`src/rtl/frame_writer_if.sv`:
```
// -----------------------------------------------------------------------------
// frame_writer_if
// Bundles the signals between frame_writer and its surroundings: the vga
// counters, the draw/erase requests, and the sram request/response signals.
//   master : frame_writer side (drives address, data_write, read, write,
//            pending, erasing; receives everything else)
//   slave  : environment side (vga, camera tracker, sram and its mux)
// -----------------------------------------------------------------------------
interface frame_writer_if;
  logic [10:0] hcounter;
  logic [9:0]  vcounter;
  logic [9:0]  x;
  logic [9:0]  y;
  logic [7:0]  colour;
  logic        draw;
  logic        erase;
  logic        ready;
  logic [15:0] data_read;
  logic [17:0] address;
  logic [15:0] data_write;
  logic        read;
  logic        write;
  logic        pending;
  logic        erasing;

  modport master (
    input  hcounter, vcounter, x, y, colour, draw, erase, ready, data_read,
    output address, data_write, read, write, pending, erasing
  );

  modport slave (
    output hcounter, vcounter, x, y, colour, draw, erase, ready, data_read,
    input  address, data_write, read, write, pending, erasing
  );
endinterface

```
`src/rtl/frame_writer.sv`:
```
// -----------------------------------------------------------------------------
// frame_writer
// Write-side SRAM requester for the 640x480 8-bpp framebuffer. Outside the
// active display area it commits the latest draw point with a read-modify-write
// of the 16-bit word holding that pixel, and clears the whole buffer on an
// erase request, resuming the clear in later blanking windows as needed.
// Ports:
//   clk   : pixel clock
//   reset : asynchronous, active-high
//   bus   : frame_writer_if.master (vga counters, draw/erase inputs, sram
//           address/data_write/read/write requests, ready/data_read response,
//           pending/erasing status)
// -----------------------------------------------------------------------------
module frame_writer #(
  parameter int H_PIXELS = 640,
  parameter int V_PIXELS = 480,
  parameter int WIN_LAST = 523,
  parameter int WORDS    = H_PIXELS * V_PIXELS / 2
) (
  input  logic           clk,
  input  logic           reset,
  frame_writer_if.master bus
);

  typedef enum logic [2:0] {
    IDLE, RD_REQ, RD_WAIT, WR_REQ, WR_WAIT, ER_REQ, ER_WAIT
  } state_t;

  state_t      state_q, state_d;
  logic [9:0]  x_q, x_d;
  logic [9:0]  y_q, y_d;
  logic [7:0]  colour_q, colour_d;
  logic        pending_q, pending_d;
  logic        erasing_q, erasing_d;
  logic [17:0] ptr_q, ptr_d;
  logic [17:0] address_q, address_d;
  logic [15:0] data_write_q, data_write_d;
  logic        read_q, read_d;
  logic        write_q, write_d;
  logic        erase_prev_q, erase_prev_d;
  logic        ready_prev_q, ready_prev_d;

  logic        win;
  logic        ready_rise;
  logic        erase_rise;
  logic        in_range;
  logic        launch;
  logic [17:0] word_addr;

  assign win        = (bus.vcounter >= 10'(V_PIXELS)) && (bus.vcounter <= 10'(WIN_LAST));
  assign ready_rise = bus.ready && !ready_prev_q;
  assign erase_rise = bus.erase && !erase_prev_q;
  assign in_range   = (bus.x < 10'(H_PIXELS)) && (bus.y < 10'(V_PIXELS));
  // Two pixels per word: x[0] picks the byte, x[9:1] the word within the line.
  assign word_addr  = 18'(y_q) * 18'(H_PIXELS / 2) + 18'(x_q[9:1]);

  always_comb begin
    // NOTE: every signal written here gets a default first so no path leaves
    // it unassigned, which would otherwise infer a latch.
    state_d      = state_q;
    x_d          = x_q;
    y_d          = y_q;
    colour_d     = colour_q;
    pending_d    = pending_q;
    erasing_d    = erasing_q;
    ptr_d        = ptr_q;
    address_d    = address_q;
    data_write_d = data_write_q;
    read_d       = 1'b0;
    write_d      = 1'b0;
    erase_prev_d = bus.erase;
    ready_prev_d = bus.ready;
    launch       = 1'b0;

    // Requests are registered: read/write are raised on entry to the *_REQ
    // state, so each is high for exactly the one cycle spent there.
    unique case (state_q)
      IDLE: begin
        if (win && bus.ready && erasing_q) begin
          state_d      = ER_REQ;
          write_d      = 1'b1;
          address_d    = ptr_q;
          data_write_d = '0;
        end else if (win && bus.ready && pending_q) begin
          state_d   = RD_REQ;
          read_d    = 1'b1;
          address_d = word_addr;
          launch    = 1'b1;
        end
      end
      RD_REQ:  state_d = RD_WAIT;
      RD_WAIT: begin
        if (ready_rise) begin
          data_write_d = x_q[0] ? {colour_q, bus.data_read[7:0]}
                                : {bus.data_read[15:8], colour_q};
          write_d      = 1'b1;
          state_d      = WR_REQ;
        end
      end
      WR_REQ:  state_d = WR_WAIT;
      WR_WAIT: begin
        if (ready_rise) begin
          pending_d = 1'b0;
          state_d   = IDLE;
        end
      end
      ER_REQ:  state_d = ER_WAIT;
      ER_WAIT: begin
        if (ready_rise) begin
          if (ptr_q == 18'(WORDS - 1)) begin
            erasing_d = 1'b0;
            ptr_d     = '0;
          end else begin
            ptr_d = ptr_q + 18'd1;
          end
          state_d = IDLE;
        end
      end
      default: state_d = IDLE;
    endcase

    // The latch is only open while idle; once a read-modify-write launches it
    // is frozen so the merge uses the same point that was addressed.
    if (bus.draw && in_range && !erasing_q && (state_q == IDLE) && !launch) begin
      x_d       = bus.x;
      y_d       = bus.y;
      colour_d  = bus.colour;
      pending_d = 1'b1;
    end

    // Erase wins over any held draw; a running read-modify-write still
    // finishes because the FSM does not look at pending after launch.
    if (erase_rise && !erasing_q) begin
      erasing_d = 1'b1;
      ptr_d     = '0;
      pending_d = 1'b0;
    end
  end

  // NOTE: sequential state uses non-blocking assignments so every flop samples
  // the pre-edge values computed above, independent of statement order.
  always_ff @(posedge clk or posedge reset) begin
    if (reset) begin
      state_q      <= IDLE;
      x_q          <= '0;
      y_q          <= '0;
      colour_q     <= '0;
      pending_q    <= 1'b0;
      erasing_q    <= 1'b0;
      ptr_q        <= '0;
      address_q    <= '0;
      data_write_q <= '0;
      read_q       <= 1'b0;
      write_q      <= 1'b0;
      erase_prev_q <= 1'b0;
      ready_prev_q <= 1'b0;
    end else begin
      state_q      <= state_d;
      x_q          <= x_d;
      y_q          <= y_d;
      colour_q     <= colour_d;
      pending_q    <= pending_d;
      erasing_q    <= erasing_d;
      ptr_q        <= ptr_d;
      address_q    <= address_d;
      data_write_q <= data_write_d;
      read_q       <= read_d;
      write_q      <= write_d;
      erase_prev_q <= erase_prev_d;
      ready_prev_q <= ready_prev_d;
    end
  end

  assign bus.address    = address_q;
  assign bus.data_write = data_write_q;
  assign bus.read       = read_q;
  assign bus.write      = write_q;
  assign bus.pending    = pending_q;
  assign bus.erasing    = erasing_q;

endmodule
```
`src/flat_wrapper.sv`:
```
// flat-port wrapper written by rule: the top's interface ports become plain ports
module frame_writer_flat 
#(
  parameter int H_PIXELS = 640,
  parameter int V_PIXELS = 480,
  parameter int WIN_LAST = 523,
  parameter int WORDS    = H_PIXELS * V_PIXELS / 2
)
  (clk, reset, bus_hcounter, bus_vcounter, bus_x, bus_y, bus_colour, bus_draw, bus_erase, bus_ready, bus_data_read, bus_address, bus_data_write, bus_read, bus_write, bus_pending, bus_erasing);
  frame_writer_if bus_i ();
  input  logic clk;
  input  logic reset;
  input wire logic [$bits(bus_i.hcounter)-1:0] bus_hcounter;
  input wire logic [$bits(bus_i.vcounter)-1:0] bus_vcounter;
  input wire logic [$bits(bus_i.x)-1:0] bus_x;
  input wire logic [$bits(bus_i.y)-1:0] bus_y;
  input wire logic [$bits(bus_i.colour)-1:0] bus_colour;
  input wire logic [$bits(bus_i.draw)-1:0] bus_draw;
  input wire logic [$bits(bus_i.erase)-1:0] bus_erase;
  input wire logic [$bits(bus_i.ready)-1:0] bus_ready;
  input wire logic [$bits(bus_i.data_read)-1:0] bus_data_read;
  output wire logic [$bits(bus_i.address)-1:0] bus_address;
  output wire logic [$bits(bus_i.data_write)-1:0] bus_data_write;
  output wire logic [$bits(bus_i.read)-1:0] bus_read;
  output wire logic [$bits(bus_i.write)-1:0] bus_write;
  output wire logic [$bits(bus_i.pending)-1:0] bus_pending;
  output wire logic [$bits(bus_i.erasing)-1:0] bus_erasing;
  assign bus_i.hcounter = bus_hcounter;
  assign bus_i.vcounter = bus_vcounter;
  assign bus_i.x = bus_x;
  assign bus_i.y = bus_y;
  assign bus_i.colour = bus_colour;
  assign bus_i.draw = bus_draw;
  assign bus_i.erase = bus_erase;
  assign bus_i.ready = bus_ready;
  assign bus_i.data_read = bus_data_read;
  assign bus_address = bus_i.address;
  assign bus_data_write = bus_i.data_write;
  assign bus_read = bus_i.read;
  assign bus_write = bus_i.write;
  assign bus_pending = bus_i.pending;
  assign bus_erasing = bus_i.erasing;
  frame_writer #(.H_PIXELS(H_PIXELS), .V_PIXELS(V_PIXELS), .WIN_LAST(WIN_LAST), .WORDS(WORDS)) u_core (.clk(clk), .reset(reset), .bus(bus_i));
endmodule
```
`config.mk`:
```
export PLATFORM = sky130hd
export DESIGN_NAME = frame_writer_flat
export DESIGN_NICKNAME = d
export VERILOG_FILES = /design/src/rtl/frame_writer_if.sv /design/src/rtl/frame_writer.sv /design/src/flat_wrapper.sv
export SDC_FILE = /design/constraint.sdc
export NUM_CORES = 1
export LEC_CHECK = 0
export ABC_AREA = 1
export CORE_ASPECT_RATIO = 1.4
export CORE_MARGIN = 2
export CORE_UTILIZATION = 50
export CTS_CLUSTER_DIAMETER = 40
export DETAILED_ROUTE_END_ITERATION = 10
export PLACE_DENSITY = 0.91
export SLEW_MARGIN = 20
export SYNTH_ARGS = -nofsm -noshare
export SYNTH_HDL_FRONTEND = slang
export SYNTH_SLANG_ARGS = --single-unit
```
`constraint.sdc`:
```
create_clock -name clk -period 3.34 [get_ports clk]
set_input_delay 0.501 -clock clk [delete_from_list [all_inputs] [get_ports clk]]
set_output_delay 0.501 -clock clk [all_outputs]
set_load 0.02 [all_outputs]
```
==> results.md <==
* Area of the mapped netlist at 4950 sq um
* Fin worst setup slack at 0.753 ns
* Final worst hold slack at 0.485 ns
* Number of max-slew violations in the final report at 0
* Transition time at the pin with the least slew margin at 0.898 ns
* R2r worst-path depth at 12
* Count of filler cells inserted in the layout at 785
* Worst setup path category: register to register
* Worst endpoint data arrival time at 2.83 ns
* Share of layout cells above drive strength 1 at 5.79%
* Warning count from the yosys run at 0
* Unrepaired setup endpoints after global routing: false
* Via count of the first global-routing pass at 4735
* Hold Path Stages at 2
* Core Rows at 43
* Clock tree buffer depth at 2
* Critical-path maximum fanout at 3
* Cell at the root of the clock tree: sky130_fd_sc_hd__clkbuf_16
* Total inserted antenna cells at 0
* R2r endpoint: u_core.bus.address[16]$_DFFE_PP0P_
* Global-route usage over all layers at 25.2%
* Count of routing violations after the opening detailed-route iteration at 305
* Kind of end point of the critical path: register
* Required time of the critical path at 3.58 ns
* Seq/Total Area, Yosys at 45.0%
* Worst min-delay path class: register to register
* Maxcap violations at 0
* H-tree level count at 3
* Kind of start point of the critical path: register
* Vert. Die Dim at 122 um
* Starting density of the core at 50.6%
* Total clock buffers created by CTS at 9
* Clock-pin transition on the worst setup and hold timing paths at 0.06 ns
* Half-perimeter wire length after detailed placement at 9370 um
* Ranking of synthesized cells by area: sky130_fd_sc_hd__dfrtp_1, sky130_fd_sc_hd__nand2_1, sky130_fd_sc_hd__nand3_1
* Final routed wire length divided by cell count at 14.9 um
* Count of hold-fix buffers inserted at cts at 0
* Core area at 9790 sq um
* Final clock skew at 0.00546 ns
* Final cycle utilization of the critical path at 77.5%
* Post-Syn Area per Cell at 7.86 sq um
* Start of the worst register-to-register path: u_core.y_q[1]$_DFFE_PP0P_
* Congestion Overflow GR at 0
* Final-stage net count at 814
* Overall die width at 88.1 um
* Power Density at 579 nW/um^2
* Number of storage elements in the synthesis netlist at 89
* Initial DRT Pass Iterations at 7
* Minimum setup slack among reg-to-reg paths at 0.75 ns
* Finish-stage setup viols at 0
* Final weighted congestion in routability-driven placement at 0.932
* CTS tree: built
* Clock sink count at 89
* Source of the worst hold timing path: u_core.bus.address[15]$_DFFE_PP0P_
* Largest net degree at the start of global routing at 44
* Max IR drop VDD at 0.344 mV
* Worst slew margin at 40.0%
* Source-to-sink clock delay at the later pin of the worst-skew pair at 0.35 ns
* Outcome: completed
* Leak pwr at 0.00307 uW
* Setup slack at placement at 0.719 ns
* Highest attainable clock frequency at 387 MHz
* Mean number of vias per cell at 5.44
* Total number of vias at 4684
* Post-synthesis cell count at 630
* Fin crit period at 2.59 ns
* Number of top-level pins at 108
* Remaining design rule violation count at 0
* DRT antenna net count at 0
* Total Wirelength at 12800 um
* Area of the die at 10700 sq um
* Number of distinct library cells after synthesis at 41
* Fraction of synthesized cell area taken by the top area cell type at 45.0%
* Count of buffers inserted at the top-level ports at 94
* Cell type with the largest total area after synthesis: sky130_fd_sc_hd__dfrtp_1
* Post-CTS setup repair buffer count at 0
* Number of cells upsized or downsized after cts at 0
* Area Overhead vs Synth at 27.3%
* Post-synthesis net count at 722
* Final number of hold-violating endpoints at 0
* Global-route wire length before repair at 21100 um
* Total negative setup slack at 0 ns
* Antenna violations before repair at 0
* Destination of the worst hold path: u_core.bus.address[15]$_DFFE_PP0P_
==> cells in the mapped netlist <==
library cell	number
sky130_fd_sc_hd__o21ai_1	6
sky130_fd_sc_hd__o211ai_1	2
sky130_fd_sc_hd__nand3_2	1
sky130_fd_sc_hd__or2_2	3
sky130_fd_sc_hd__nand4_1	8
sky130_fd_sc_hd__buf_2	12
sky130_fd_sc_hd__nand2_2	1
sky130_fd_sc_hd__or2_1	1
sky130_fd_sc_hd__nor3b_1	1
sky130_fd_sc_hd__a31oi_1	3
sky130_fd_sc_hd__buf_4	1
sky130_fd_sc_hd__nand4_2	2
sky130_fd_sc_hd__mux2i_1	16
sky130_fd_sc_hd__nand3_1	56
sky130_fd_sc_hd__inv_2	5
sky130_fd_sc_hd__nor2_4	2
sky130_fd_sc_hd__nor2_2	1
sky130_fd_sc_hd__o21ai_0	52
sky130_fd_sc_hd__fa_1	2
sky130_fd_sc_hd__nor2_1	39
sky130_fd_sc_hd__a21oi_1	17
sky130_fd_sc_hd__nor3_1	13
sky130_fd_sc_hd__dfrtp_1	89
sky130_fd_sc_hd__o21bai_1	1
sky130_fd_sc_hd__nor4_1	3
sky130_fd_sc_hd__a22oi_1	1
sky130_fd_sc_hd__inv_1	61
sky130_fd_sc_hd__a21boi_1	1
sky130_fd_sc_hd__o31ai_1	1
sky130_fd_sc_hd__o21a_1	1
sky130_fd_sc_hd__clkinv_2	1
sky130_fd_sc_hd__clkbuf_1	6
sky130_fd_sc_hd__ha_1	20
sky130_fd_sc_hd__xor2_1	4
sky130_fd_sc_hd__o22ai_1	2
sky130_fd_sc_hd__nand3b_1	1
sky130_fd_sc_hd__xnor2_1	1
sky130_fd_sc_hd__buf_6	2
sky130_fd_sc_hd__nand2_1	187
sky130_fd_sc_hd__nor3_2	2
sky130_fd_sc_hd__a211oi_1	2
==> sequential cells by signal, indices dropped and copies added (netlist names), 3 cells and up <==
| signal | cells |
|---|---|
| u_core.bus.data_write | 16 |
| u_core.y_q | 10 |
| u_core.ptr_q | 18 |
| u_core.state_q | 3 |
| u_core.x_q | 10 |
| u_core.bus.address | 18 |
| u_core.colour_q | 8 |
==> critical path, cell delays in order (launching register included) <==
cell and delay [ns]:
sky130_fd_sc_hd__dfrtp_1 0.40, sky130_fd_sc_hd__ha_1 0.30, sky130_fd_sc_hd__ha_1 0.24, sky130_fd_sc_hd__fa_1 0.46, sky130_fd_sc_hd__xnor2_1 0.18, sky130_fd_sc_hd__nor2_1 0.19, sky130_fd_sc_hd__nand3_1 0.12, sky130_fd_sc_hd__nor2_1 0.22
sky130_fd_sc_hd__nand2_1 0.08, sky130_fd_sc_hd__nand2_1 0.06, sky130_fd_sc_hd__nand3_1 0.09, sky130_fd_sc_hd__nand2_1 0.09, sky130_fd_sc_hd__nand2_1 0.05
==> how the worst max path moves through the flow <==
stage | startpoint | end | slack, ns | cells past startpoint
finish | u_core.y_q[1]$_DFFE_PP0P_ | u_core.bus.address[16]$_DFFE_PP0P_ | 0.75 | 12
global route | u_core.y_q[1]$_DFFE_PP0P_ | u_core.bus.address[16]$_DFFE_PP0P_ | 0.57 | 13
CTS | u_core.y_q[1]$_DFFE_PP0P_ | u_core.bus.address[16]$_DFFE_PP0P_ | 0.78 | 12
detailed placement | bus_ready | u_core.ptr_q[11]$_DFFE_PP0P_ | 0.72 | 13
global placement | bus_vcounter[6] | u_core.bus.address[2]$_DFFE_PP0P_ | 0.76 | 11
floorplan | reset | u_core.bus.address[0]$_DFFE_PP0P_ | 0.53 | 1
==> logic make-up after synthesis <==
family	count (synthesis)	share of synthesized area, %
xor+xnor	5	0.884
flops	89	45.0
mux	16	3.23
fa+ha+maj	22	5.86
compound gates	89	9.57
simple gates	321	28.1
buf+inv	88	7.38
==> area by class of cell <==
class | instances | area, sq um | area share (%)
clock buffer | 9 | 225 | 3.57
clock inverter | 6 | 67.6 | 1.07
tap | 135 | 169 | 2.68
multi-input combinational | 453 | 2360 | 37.4
timing repair buffer | 102 | 1000 | 15.9
inverter | 67 | 254 | 4.03
sequential | 89 | 2230 | 35.3
==> metal layers <==
metal / up-vias / GRT usage, % / routed length [um]
met5: - / 0 / 0
met4: 0 / 13.2 / 455
met3: 45 / 5.56 / 738
met2: 212 / 43.4 / 6750
met1: 2175 / 29.1 / 4850
li1: 2252 / - / -
==> where the power goes <==
group / switching, uW / leakage [uW] / internal, uW
Clock: 440 / 0.000138 / 578
Sequential: 173 / 0.00115 / 1300
Combinational: 643 / 0.00178 / 514
Total: 1260 / 0.00307 / 2390
==> layout by cell type, fill, tap and decap left out, types with 3 or more instances in the layout <==
cell type,n
sky130_fd_sc_hd__nand2_1,187
sky130_fd_sc_hd__clkdlybuf4s50_1,94
sky130_fd_sc_hd__dfrtp_1,89
sky130_fd_sc_hd__inv_1,60
sky130_fd_sc_hd__nand3_1,56
sky130_fd_sc_hd__o21ai_0,52
sky130_fd_sc_hd__nor2_1,39
sky130_fd_sc_hd__ha_1,20
sky130_fd_sc_hd__a21oi_1,17
sky130_fd_sc_hd__mux2i_1,16
sky130_fd_sc_hd__nor3_1,13
sky130_fd_sc_hd__clkbuf_16,9
sky130_fd_sc_hd__nand4_1,8
sky130_fd_sc_hd__buf_4,8
sky130_fd_sc_hd__o21ai_1,6
sky130_fd_sc_hd__inv_2,5
sky130_fd_sc_hd__xor2_1,4
sky130_fd_sc_hd__a31oi_1,3
sky130_fd_sc_hd__nor4_1,3
sky130_fd_sc_hd__clkinv_2,3
sky130_fd_sc_hd__or2_2,3
==> per-stage QoR <==
| step | area (sq um) | cells | power [uW] | utilization [%] |
|---|---|---|---|---|
| after floorplan | 4950 | 630 | 2100 | - |
| after global placement | 6010 | 846 | 2560 | 61.4 |
| after detailed placement | 6010 | 846 | 2630 | 61.4 |
| after CTS | 6300 | 861 | 3650 | 64.4 |
| after global routing | 6300 | 861 | 3830 | 64.4 |
| final | 6300 | 861 | 3650 | 64.4 |
(Power assumes the default switching activity.)
